==> config.mk <==
export PLATFORM = sky130hd
export DESIGN_NAME = m_7segled_reader
export DESIGN_NICKNAME = d
export VERILOG_FILES = /design/src/rtl/m_7segled_reader.sv
export SDC_FILE = /design/constraint.sdc
export NUM_CORES = 1
export LEC_CHECK = 0
export BUFFER_PORTS_ARGS = -buffer_cell sky130_fd_sc_hd__clkbuf_2
export CAP_MARGIN = 20
export CELL_PAD_IN_SITES_DETAIL_PLACEMENT = 0
export CELL_PAD_IN_SITES_GLOBAL_PLACEMENT = 2
export CORE_MARGIN = 3
export CORE_UTILIZATION = 25
export CTS_CLUSTER_SIZE = 16
export DETAILED_ROUTE_END_ITERATION = 7
export PLACE_DENSITY = 0.55
export SLEW_MARGIN = 15
export SYNTH_ARGS = -nofsm -noshare
export SYNTH_HDL_FRONTEND = slang
export SYNTH_SLANG_ARGS = --single-unit
==> constraint.sdc <==
create_clock -name w_clk -period 6.5 [get_ports w_clk]
set_input_delay 1.3 -clock w_clk [delete_from_list [all_inputs] [get_ports w_clk]]
set_output_delay 1.3 -clock w_clk [all_outputs]
set_load 0.01 [all_outputs]
==> src/rtl/m_7segled_reader.sv <==
// Receive side of a multiplexed 7-segment display: decodes stable segment patterns back to digits
// and publishes full frames. Define SEG_HEX_EN to also decode the hex letters A..F.
module m_7segled_reader #(
    parameter int NDIG   = 4,
    parameter int STABLE = 3
) (
    input  logic                w_clk,
    input  logic                w_rst,
    input  logic [6:0]          w_seg,
    input  logic [NDIG-1:0]     w_an,
    output logic [4*NDIG-1:0]   r_digits,
    output logic [NDIG-1:0]     r_blank,
    output logic                r_valid,
    output logic                r_err
);

    typedef enum logic [1:0] {S_IDLE, S_COLLECT, S_COMMIT} state_t;

    localparam logic [4:0] STABLE_W = 5'(STABLE);

    state_t              state;
    logic [6:0]          seg_q;
    logic [6:0]          seg_p;
    logic [NDIG-1:0]     an_q;
    logic [NDIG-1:0]     an_p;
    logic [3:0]          cnt;
    logic [3:0]          cnt_next;
    logic [4*NDIG-1:0]   buf_digits;
    logic [NDIG-1:0]     blank_buf;
    logic [NDIG-1:0]     mask;
    logic [NDIG-1:0]     mask_next;
    logic [NDIG-1:0]     acc_bit;
    logic                an_onehot;
    logic                an_multi;
    logic                same;
    logic                accept;
    logic                acc_ok;
    logic                acc_bad;
    logic [5:0]          dec;

    // Result is {recognised, blank, value}.
    function automatic logic [5:0] decode(input logic [6:0] s);
        case (s)
            7'b1111110: decode = 6'b10_0000;
            7'b0110000: decode = 6'b10_0001;
            7'b1101101: decode = 6'b10_0010;
            7'b1111001: decode = 6'b10_0011;
            7'b0110011: decode = 6'b10_0100;
            7'b1011011: decode = 6'b10_0101;
            7'b1011111: decode = 6'b10_0110;
            7'b1110000: decode = 6'b10_0111;
            7'b1111111: decode = 6'b10_1000;
            7'b1111011: decode = 6'b10_1001;
            7'b0000000: decode = 6'b11_0000;
`ifdef SEG_HEX_EN
            7'b1110111: decode = 6'b10_1010;
            7'b0011111: decode = 6'b10_1011;
            7'b1001110: decode = 6'b10_1100;
            7'b0111101: decode = 6'b10_1101;
            7'b1001111: decode = 6'b10_1110;
            7'b1000111: decode = 6'b10_1111;
`endif
            default:    decode = 6'b00_0000;
        endcase
    endfunction

    // A digit is accepted only on the sample where its run length first reaches STABLE.
    always_comb begin
        an_onehot = $onehot(an_q);
        an_multi  = !$onehot0(an_q);
        same      = (an_q == an_p) && (seg_q == seg_p);
        cnt_next  = 4'd0;
        accept    = 1'b0;
        if (an_onehot) begin
            if (same) begin
                cnt_next = (cnt == 4'd15) ? cnt : cnt + 4'd1;
                accept   = ({1'b0, cnt} + 5'd1) == STABLE_W;
            end else begin
                cnt_next = 4'd1;
                accept   = (STABLE_W == 5'd1);
            end
        end
        dec       = decode(seg_q);
        acc_ok    = accept & dec[5];
        acc_bad   = accept & ~dec[5];
        acc_bit   = acc_ok ? an_q : '0;
        mask_next = ((state == S_COMMIT) ? '0 : mask) | acc_bit;
    end

    always_ff @(posedge w_clk) begin
        if (w_rst) begin
            state      <= S_IDLE;
            seg_q      <= '0;
            seg_p      <= '0;
            an_q       <= '0;
            an_p       <= '0;
            cnt        <= '0;
            buf_digits <= '0;
            blank_buf  <= '0;
            mask       <= '0;
            r_digits   <= '0;
            r_blank    <= '0;
            r_valid    <= 1'b0;
            r_err      <= 1'b0;
        end else begin
            seg_q   <= w_seg;
            an_q    <= w_an;
            seg_p   <= seg_q;
            an_p    <= an_q;
            cnt     <= cnt_next;
            r_err   <= an_multi | acc_bad;
            r_valid <= 1'b0;
            mask    <= mask_next;
            for (int k = 0; k < NDIG; k++) begin
                if (acc_bit[k]) begin
                    buf_digits[4*k +: 4] <= dec[3:0];
                    blank_buf[k]         <= dec[4];
                end
            end
            // Commit publishes the old buffer; an accept landing now belongs to the next frame.
            if (state == S_COMMIT) begin
                r_digits <= buf_digits;
                r_blank  <= blank_buf;
                r_valid  <= 1'b1;
            end
            case (state)
                S_IDLE, S_COLLECT, S_COMMIT: begin
                    if (&mask_next)
                        state <= S_COMMIT;
                    else if (|mask_next)
                        state <= S_COLLECT;
                    else
                        state <= S_IDLE;
                end
                default: state <= S_IDLE;
            endcase
        end
    end

endmodule
# After elaboration in Yosys (flattened, before gate mapping)
# Cells that the tools add are included.
# word_totals
register_bits	74
input_bits	13
output_inout_bits	22
# op_classes
n_addsub	5
magnitude_cmp	1
eq_ne	18
mux	10
bitwise_logic	8
n_reduce_logical	11
# op_table
operator	n
$pmux W6 S11	1
$eq A7 B7 Y1 const B	8
$eq A7 B6 Y1 const B	2
$reduce_or A3 Y1	3
$mux W4	2
$eq A7 B7 Y1	1
$logic_not A7 Y1	1
$mux W1	6
$add A4 B1 Y5 const B	1
$eq A5 B2 Y1 const B	1
$add A1 B1 Y2	2
$add A4 B1 Y4 const B	1
$eq A4 B4 Y1	1
$eq A4 B4 Y1 const B	1
$not A1 Y1	4
$or A4 B4 Y4	1
$reduce_and A4 Y1	1
$reduce_or A2 Y1	2
$reduce_or A4 Y1	1
$add A2 B2 Y3	1
$eq A3 B1 Y1 const B	1
$le A3 B1 Y1 const B	1
$and A1 B1 Y1	2
$eq A2 B1 Y1 const B	1
other kinds (7)	7

# Longest topological paths before layout
# Gate-level depths: netlist of the first run.
# logic_depth
depth_word	10
depth_mapped	13

# Worst setup path after synthesis of the first run
# OpenSTA, ideal clock, no wires.
# synth_path
path_type	flip-flop to flip-flop
startpoint	reg an_q[0]
endpoint	reg buf_digits[11]
setup_ps	128
arrival_ps	2511
required_time_ps	6372
slack_ps	3862
path_stages_with_launch	14
synth_period_minus_slack_ps	2638
path_cell_list	dfxtp_1 > inv_1 > fa_1 > inv_1 > ha_1 > inv_1 > ha_1 > nor2_1 > o2111a_1 > clkbuf_2 > and4_4 > buf_8 > mux2i_1 > nor2_1
# synth_between
elab_chain_len	6
elab_cells_between_ends	9
classes_between	2 x add/sub; 2 x eq/ne; 3 x mux; 1 x bitwise; 1 x reduce/logical
# synth_lines
item	line	source
from (decl)	24	logic [NDIG-1:0] an_q;
from (signal assigned)	107	an_q <= w_an;
$add A1 B1 Y2 (implied by the code) or $eq A4 B4 Y1 (tied branches)	69, 71	
$add A2 B2 Y3 (implied by the code) or $logic_and A1 B1 Y1 (tied branches)	69, 71	
$eq A3 B1 Y1 or $mux W1 (tied branches)	69, 75	
$mux W1 *	74	if (an_onehot) begin
$and A1 B1 Y1 *	84	acc_ok = accept & dec[5];
$mux W4 *	86	acc_bit = acc_ok ? an_q : '0;
to (signal, indexed assignment)	116	buf_digits[4*k +: 4] <= dec[3:0];
to (decl)	28	logic [4*NDIG-1:0] buf_digits;
# Every way passes the cells marked *; elsewhere a longest branch is shown, timed or not.
# A chain may end at the register's enable or synchronous reset.

# Final worst setup path of the first run
# layout_path
startpoint	reg an_q[0]
endpoint	reg blank_buf[0]
# layout_between
elab_chain_len	6
elab_cells_between_ends	9
classes_between	2 x add/sub; 2 x eq/ne; 3 x mux; 1 x bitwise; 1 x reduce/logical
# layout_lines
item	line	source
$add A1 B1 Y2 (implied by the code) or $eq A4 B4 Y1 (tied branches)	69, 71	
$add A2 B2 Y3 (implied by the code) or $logic_and A1 B1 Y1 (tied branches)	69, 71	
$eq A3 B1 Y1 or $mux W1 (tied branches)	69, 75	
$mux W1	74	
$and A1 B1 Y1	84	
$mux W4 *	86	
to (signal, indexed assignment)	117	blank_buf[k] <= dec[4];
to (decl)	29	logic [NDIG-1:0] blank_buf;
# Marks and branches as above.

==> results of run 1 <==
-- cell usage after synthesis, drive strengths merged (3+ instances only) --
| cell type | instances |
|---|---|
| nand2 | 49 |
| or4 | 3 |
| nor2 | 37 |
| nor2b | 21 |
| nand3 | 7 |
| and3 | 4 |
| ha | 5 |
| xnor2 | 12 |
| clkbuf | 11 |
| buf | 14 |
| nor4 | 3 |
| mux2i | 21 |
| nand4 | 5 |
| a21oi | 29 |
| inv | 7 |
| nand2b | 4 |
| dfxtp | 74 |
-- power by group through the flow --
stage,Combinational [mW],Clock [mW],Sequential [mW]
after CTS,0.0432,0.465,0.474
after global routing,0.0487,0.484,0.475
after global placement,0.0425,0,0.484
after floorplan,0.0394,0,0.476
after detailed placement,0.0430,0,0.484
final,0.0420,0.445,0.474
-- flip-flops by register name, indices dropped and copies added (netlist names) --
signal / count
r_valid: 1
r_digits: 16
blank_buf: 4
r_blank: 4
seg_p: 7
r_err: 1
an_q: 4
cnt: 4
seg_q: 7
mask: 4
buf_digits: 16
state: 2
an_p: 4
-- critical path, delay by kind of cell, from the launching register on --
kind	cells	cell delay, ns
adders and majority gates	3	0.92
DFF	1	0.41
AOI/OAI and AO/OA	1	0.42
muxes	1	0.23
buffers and inverters	3	0.21
and+or+nand+nor	3	0.67
-- per-stage QoR --
| stage | util, % | instances |
|---|---|---|
| finish | 30.6 | 506 |
| global route | 30.6 | 506 |
| CTS | 30.6 | 506 |
| detailed placement | 28.3 | 490 |
| global placement | 28.3 | 490 |
| floorplan | - | 335 |
-- kinds of logic after synthesis --
logic type / share of synthesized area (%)
fa+ha+maj: 2.69
mux: 6.83
flops: 48.2
buf+inv: 5.29
xor+xnor: 3.42
simple gates: 23.6
compound gates: 10.0
-- final cells by class --
class                           count  area, um2  area share [%]
Multi-Input combinational cell    229       1430            40.1
Clock buffer                       13        250            6.99
Clock inverter                      3       15.0           0.420
Timing Repair Buffer               37        193            5.38
Tap cell                          143        179            5.00
Inverter                            7       26.3           0.734
Sequential cell                    74       1480            41.4
-- routing by layer --
layer | up-vias | GRT usage, %
li1 | 1175 | -
met1 | 1028 | 14.8
met2 | 31 | 16.6
met3 | 5 | 3.08
met4 | 0 | 3.21
met5 | - | 0
-- how the worst max path moves through the flow --
stage                endpoint  cells past startpoint
4_1_cts         buf_digits[2]                     11
6_report         blank_buf[0]                     11
5_1_grt         buf_digits[3]                     11
3_3_place_gp    buf_digits[0]                     11
3_5_place_dp    buf_digits[1]                     11
2_1_floorplan  buf_digits[11]                     13
==> results.txt, run 1 <==
The routed design has 6.68 mm of wire. The number of nets produced by synthesis came out at 354. The number of clock sinks is 74. The relative contribution of sequential cells to total power came out at 49.3%.

The startpoint identified for the worst register-to-register timing path is an_q[0]. The cts-stage hold buffer count came out at 0. The signal on the critical path passes through inv_1, fa_1, inv_1, ha_1, inv_1, ha_1, nor2_1, o2111a_1, and4_1, mux2i_1, nor2_1. Compared with the post-synthesis result, the final layout area differs by 16.4%.

After detailed routing, the average wire length per cell comes to 13.2 um. Leaving out fill and tap cells, the most frequent cells in the layout are dfxtp_1, nand2_1, nor2_1, clkbuf_2, a21oi_1. The class of the tightest hold or removal check is reg -> reg.

The number of vias after detailed routing is 2239. The proportion of power drawn by the clock network is 46.3%. The mapped netlist covers 3080 um2. For the worst setup path, the data required time is 6.69 ns.

In this run the most critical hold path is launched from r_digits[15]. The internal power is 748 uW. Along the worst path, the maximum fanout reaches 9. The floorplan step defined a die boundary enclosing 13700 um2.

Summed over all nets, the switching power comes to 213 uW. The relative slew slack is 41.6%. The top-level I/O count is 35. The most frequently used flop master after synthesis is dfxtp_1. The maximum number of pins on one net before global-route repair came out at 50. The clock passes through at most 2 buffers.

In the routed design, unresolved DRC markers number 0. The post-synthesis cell count came out at 335. Buffers inserted during clock tree synthesis total 9. The setup slack of the worst register-to-register path is 3.50 ns. The worst-case setup margin in the final layout is 3.50 ns.

The count of final max-slew check failures is 0. After synthesis, the largest area contributor takes up 48.2% of total cell area. The count of flip-flops with a built-in enable after synthesis came out at 0.

The worst slack at placement is 3.48 ns. STA classifies the critical path endpoint as a flip-flop. The final RePlAce weighted congestion is 0.729. The finished cells cover 3580 um2. The share of the Yosys chip area taken by registers is 48.2%. The worst hold path terminates at r_digits[15]. The number of placement rows is 39. The number of different library cells used by synthesis comes to 49. The global route total overflow is 0. The die width is 117 um. The total power consumption of the routed design is 961 uW. Setup repair after global routing left no endpoint under its margin. In the finished design, the share of the clock period the worst path needs comes to 46.1%. The flow ran to the end, and the final reports show no timing, DRC or antenna violations. The switching part of the total came out at 22.1%. The pin slew with the least headroom to its limit is 0.872 ns.

After floorplanning, the core was sized to cover 11700 um2. The count of fill cells added during filler insertion is 1269. The count of buffers added by post-CTS timing repair for setup is 0.

The ratio of routed vias to standard cells is 4.42. The total half-perimeter wirelength after legalization and detailed placement came out at 4.53 mm. During synthesis, Yosys emitted a total of 0 warnings. The average footprint of a synthesized cell is 9.18 um2. For the finished layout, the period the worst path requires is 3.00 ns.

Among the stages of the critical path, the cell type that occurs most often is inv_1. Clock latency on the worst-skew pair, taken at its later pin, is 0.32 ns. Across the VDD grid, the largest voltage drop is 0.127 mV. Cells with a size suffix above 1 make up 16.0% of the layout. Detailed routing placed a total of 3.02 mm of wire on met2. The number of antenna violations at the first check in global routing is 0.

The worst reg-to-reg path cell count is 11. The achievable frequency came out at 333 MHz. The flop and latch count out of synthesis is 74.

The chip height is 117 um. In this run the top signal layer used is met4. Across every metal layer, demand over resource in global routing totals 10.8%. Max-cap violations in this run came to 0. The startpoint-to-endpoint class of the critical path is reg -> reg. The worst register-to-register path ends at blank_buf[0]. The via count of the first global-routing pass is 2218. Tracing the worst setup path back leads to its startpoint at an_q[0].

The root buffer cell chosen for the clock tree is clkbuf_16. The diode insertion count for antenna repair is 0. STA classifies the critical path startpoint as a flip-flop. The number of violations reported at the end of detailed-routing iteration 0 came out at 105. The delay of the slowest cell on the worst path came out at 0.53 ns. The area of placed instances is 3310 um2.

The first-pass detailed-route iteration total is 4. After synthesis, the cell types taking the most area are dfxtp_1, mux2i_1, nand2_1, a21oi_1, nor2_1. The hold path depth came out at 2. The slowest stage of the critical path is the fa_1 cell. The worst hold margin is 0.452 ns. Leaving out fill and tap cells, the most frequent cell in the layout is dfxtp_1.

After clock tree synthesis, the repair step resized 0 gates. The register clock-pin slew on the reported worst setup and hold paths came out at 0.06 ns. The deepest level of the CTS H-tree is 3. The combinational share of power came out at 4.4%. The number of buffers added on ports is 34. The setup violation total in the final timing report is 0. The detailed router put a total of 3.36 mm of wire on met1.

The total count of hold-check failures in the final report is 0. The first global-routing pass estimated 11.4 mm of wire. The post-detailed-route count of antenna-violating nets came out at 0. The setup TNS after final layout is 0 ns. dfxtp_1 takes more of the synthesized area than any other cell. The worst setup skew after layout is 0.00498 ns. The total leakage power is 1.42 nW.

The initial standard-cell utilization of the core is 26.3%. The async set-or-reset flop fraction in the synthesized netlist is 0%. Power spread over the standard cell area amounts to 268 nW/um2. The wire length on met3 came out at 243 um.

TritonCTS built the clock tree. The arrival time at the worst endpoint came out at 3.19 ns. The net count of the finished layout is 377.
Note: power is estimated with default switching activity, not from simulation.
==> inputs of run 2 (changes only) <==
Clock period 6.5 ns to 2.78 ns, I/O delays scaled along.
==> run 2 against run 1 <==
Compared with the run above:
- core utilization up 1.8 points
- sequential power up 130%
- final area rose by 5.9%
- hold slack got worse by 0.026 ns
- power rose to 2.6 times the previous value
- worst setup slack got worse by 3.3 ns
- largest cell class unchanged
- die area unchanged
- highest routed layer unchanged
- clock power grew to 2.8 times the previous value
- via count grew 3.0%
- register-to-register slack lost 3.3 ns
- global-route usage up 0.59 points
==> results.txt, run 2 (synthesis results as in run 1) <==
The number of vias after detailed routing came out at 2307 (was 2239). The number of clock sinks came to 74 (unchanged). The total net switching power came out at 541 uW (was 213 uW).

The data required time of the critical path was 3.00 ns (was 6.69 ns). The count of fill cells added during filler insertion came out at 1233 (was 1269). The global-route wire length before repair came to 11.6 mm (was 11.4 mm). The count of final max-slew check failures came out at 0 (unchanged). The hold path startpoint is w_seg[4] (was r_digits[15]). The largest buffer count on any clock path came out at 2 (unchanged). The deepest level of the CTS H-tree is 3 (unchanged). The area of the core is 11700 um2 (unchanged). The post-CTS resize count is 0 (unchanged). The register clock-pin slew on the reported worst setup and hold paths came out at 0.06 ns (about the same). The reg-to-reg critical path startpoint is an_q[0] (unchanged). The post-detailed-route DRC marker count is 0 (unchanged).

The setup TNS after final layout is 0 ns (unchanged). The critical path startpoint is an_q[0] (unchanged). The type of element launching the critical path was a flip-flop (unchanged). The maximum number of pins on one net before global-route repair came out at 49 (was 50). The most frequent standard cell in the layout excluding fill and tap cells is dfxtp_1 (unchanged). The hold path depth is 2 (unchanged). The clock tree from TritonCTS is built (unchanged). The worst setup skew after layout is 0.00771 ns (was 0.00498 ns). The via count of the first global-routing pass came out at 2227 (was 2218). The relative contribution of sequential cells to total power came out at 44.6% (was 49.3%). The startpoint-to-endpoint class of the critical path is reg -> reg (unchanged). The relative slew slack is 63.3% (was 41.6%). The proportion of power drawn by the clock network came out at 50.4% (was 46.3%). The number of antenna violations at the first check in global routing is 0 (unchanged). The internal power is 1.92 mW (was 748 uW).

The share of post-route cells with drive strength above 1 came out at 20.4% (was 16.0%). Unrepaired setup endpoints after global routing: no (unchanged). The worst-case setup margin in the final layout came to 0.231 ns (was 3.50 ns).

The worst slack at placement is 0.112 ns (was 3.48 ns). The first-pass detailed-route iteration total is 4 (unchanged). The total count of hold-check failures in the final report is 0 (unchanged).

The maximum fanout count along the critical path is 6 (was 9). The total power consumption of the routed design came out at 2.46 mW (was 961 uW). The setup violation total in the final timing report was 0 (unchanged). The achievable frequency is 392 MHz (was 333 MHz). The time the final worst path needs with I/O delays and setup is 2.55 ns (was 3.00 ns). The setup slack of the worst register-to-register path is 0.23 ns (was 3.50 ns). The final RePlAce weighted congestion was 0.762 (was 0.729). The count of buffers added by post-CTS timing repair for setup is 0 (unchanged). The total half-perimeter wirelength after legalization and detailed placement came out at 4.86 mm (was 4.53 mm). The top-level I/O count is 35 (unchanged). The worst-case vdd ir drop came out at 0.260 mV (was 0.127 mV).

The initial standard-cell utilization of the core came out at 26.3% (unchanged). The ratio of final minimum period to clock period came out at 91.7% (was 46.1%). The die width came out at 117 um (unchanged). The number of buffers created by CTS is 9 (unchanged). Outcome: finished clean (unchanged). The post-detailed-route count of antenna-violating nets is 0 (unchanged).

The total leakage power is 1.53 nW (was 1.42 nW). The combined global-route utilization of all metal layers is 11.4% (was 10.8%). The number of violations reported at the end of detailed-routing iteration 0 is 102 (was 105). The area growth from synthesis to layout came out at 23.2% (was 16.4%). The wire length per cell after detailed routing came out at 13.5 um (was 13.2 um). The class of the tightest hold or removal check is in -> reg (was reg -> reg). The diode insertion count for antenna repair came to 0 (unchanged). The floorplan die area came out at 13700 um2 (unchanged). The power density over the cells is 650 nW/um2 (was 268 nW/um2). Largest registers in the final layout: buf_digits: 16 flops, r_digits: 16 flops (unchanged). The max-cap violation count came out at 0 (unchanged). The cell area after layout is 3790 um2 (was 3580 um2).

The capture endpoint of the worst hold path is seg_q[4] (was r_digits[15]). The clock tree root buffer cell is clkbuf_16 (unchanged). The pin slew with the least headroom to its limit is 0.551 ns (was 0.872 ns). The most frequent cell on the critical path is inv_1 (unchanged). The worst reg-to-reg path cell count is 12 (was 11).

The global route total overflow is 0 (unchanged). The number of placement rows came out at 39 (unchanged). The combinational share of power was 5.0% (was 4.4%). The multi-input gate area in the final layout came out at 1450 um2 (was 1430 um2). The capture point of the worst reg-to-reg path is blank_buf[0] (unchanged). The ratio of routed vias to standard cells came to 4.43 (was 4.42). The chip height came out at 117 um (unchanged). The number of nets at the end of the flow is 392 (was 377). The critical path endpoint category is a flip-flop (unchanged). Leading cell types in the layout, fill and taps excluded: dfxtp_1, nand2_1, nor2_1, clkbuf_2, a21oi_1 (unchanged). The clock network latency to the later pin of the worst-skew pair is 0.34 ns (was 0.32 ns).

The cts-stage hold buffer count is 0 (unchanged). The number of buffers added on ports is 34 (unchanged). The delay of the slowest cell on the worst path came out at 0.53 ns (about the same).

The cell with the biggest individual delay on the critical path is fa_1 (unchanged). The area of placed instances came out at 3450 um2 (was 3310 um2). The area taken by flip-flops and latches came to 1480 um2 (unchanged). Crit path cell chain: inv_1, fa_1, inv_1, ha_1, inv_1, ha_1, nor2_1, o2111a_2, and4_1, buf_12, mux2i_1, nor2_1 (was inv_1, fa_1, inv_1, ha_1, inv_1, ha_1, nor2_1, o2111a_1, and4_1, mux2i_1, nor2_1). The switching part of the total was 22.0% (was 22.1%). The post-detailed-routing wire length came to 7.03 mm (was 6.68 mm).

The arrival time at the worst endpoint is 2.77 ns (was 3.19 ns).
-- run 2: worst max path at each step --
stage	endpoint	slack, ns
final	blank_buf[0]	0.23
after global routing	buf_digits[2]	0.07
after detailed placement	buf_digits[6]	0.11
after CTS	buf_digits[6]	0.11
after floorplan	buf_digits[11]	0.14
after global placement	buf_digits[4]	0.19
-- run 2: power groups by stage --
stage / Clock [mW] / Combinational, mW / Sequential [mW]
after floorplan: 0 / 0.0922 / 1.11
final: 1.24 / 0.124 / 1.10
after CTS: 1.30 / 0.125 / 1.10
after global routing: 1.34 / 0.142 / 1.10
after global placement: 0 / 0.124 / 1.12
after detailed placement: 0 / 0.124 / 1.12
-- run 2: per-stage QoR --
stage | hold WS (ns) | instances | utilization (%)
floorplan | 0.431 | 335 | -
global placement | 0.445 | 505 | 29.4
detailed placement | 0.447 | 505 | 29.4
CTS | 0.411 | 521 | 32.2
global route | 0.421 | 521 | 32.4
finish | 0.426 | 521 | 32.4
-- run 2: worst max-delay path, delay by kind of cell, from the launching register on --
kind | cells | cell delay, ns
adder cells (fa/ha/maj) | 3 | 0.93
buffers and inverters | 4 | 0.31
multiplexers | 1 | 0.17
AND/OR/NAND/NOR | 3 | 0.44
flip-flops | 1 | 0.32
AO/OA/AOI/OAI | 1 | 0.27
-- run 2: metal layers --
| metal | part of all wire [%] | track usage [%] | vias to the layer above |
|---|---|---|---|
| met1 | 51 | 15.6 | 1056 |
| met3 | 3.1 | 2.93 | 13 |
| met4 | 2.2 | 5.96 | 0 |
| li1 | - | - | 1208 |
| met2 | 43 | 16.5 | 30 |
| met5 | 0 | 0 | - |
-- run 2: area by class of cell --
class | instances | area share, %
Inverter | 7 | 0.694
Timing Repair Buffer | 52 | 8.72
Multi-Input combinational cell | 229 | 38.4
Tap cell | 143 | 4.72
Clock buffer | 9 | 5.94
Sequential cell | 74 | 39.1
Clock inverter | 7 | 2.44
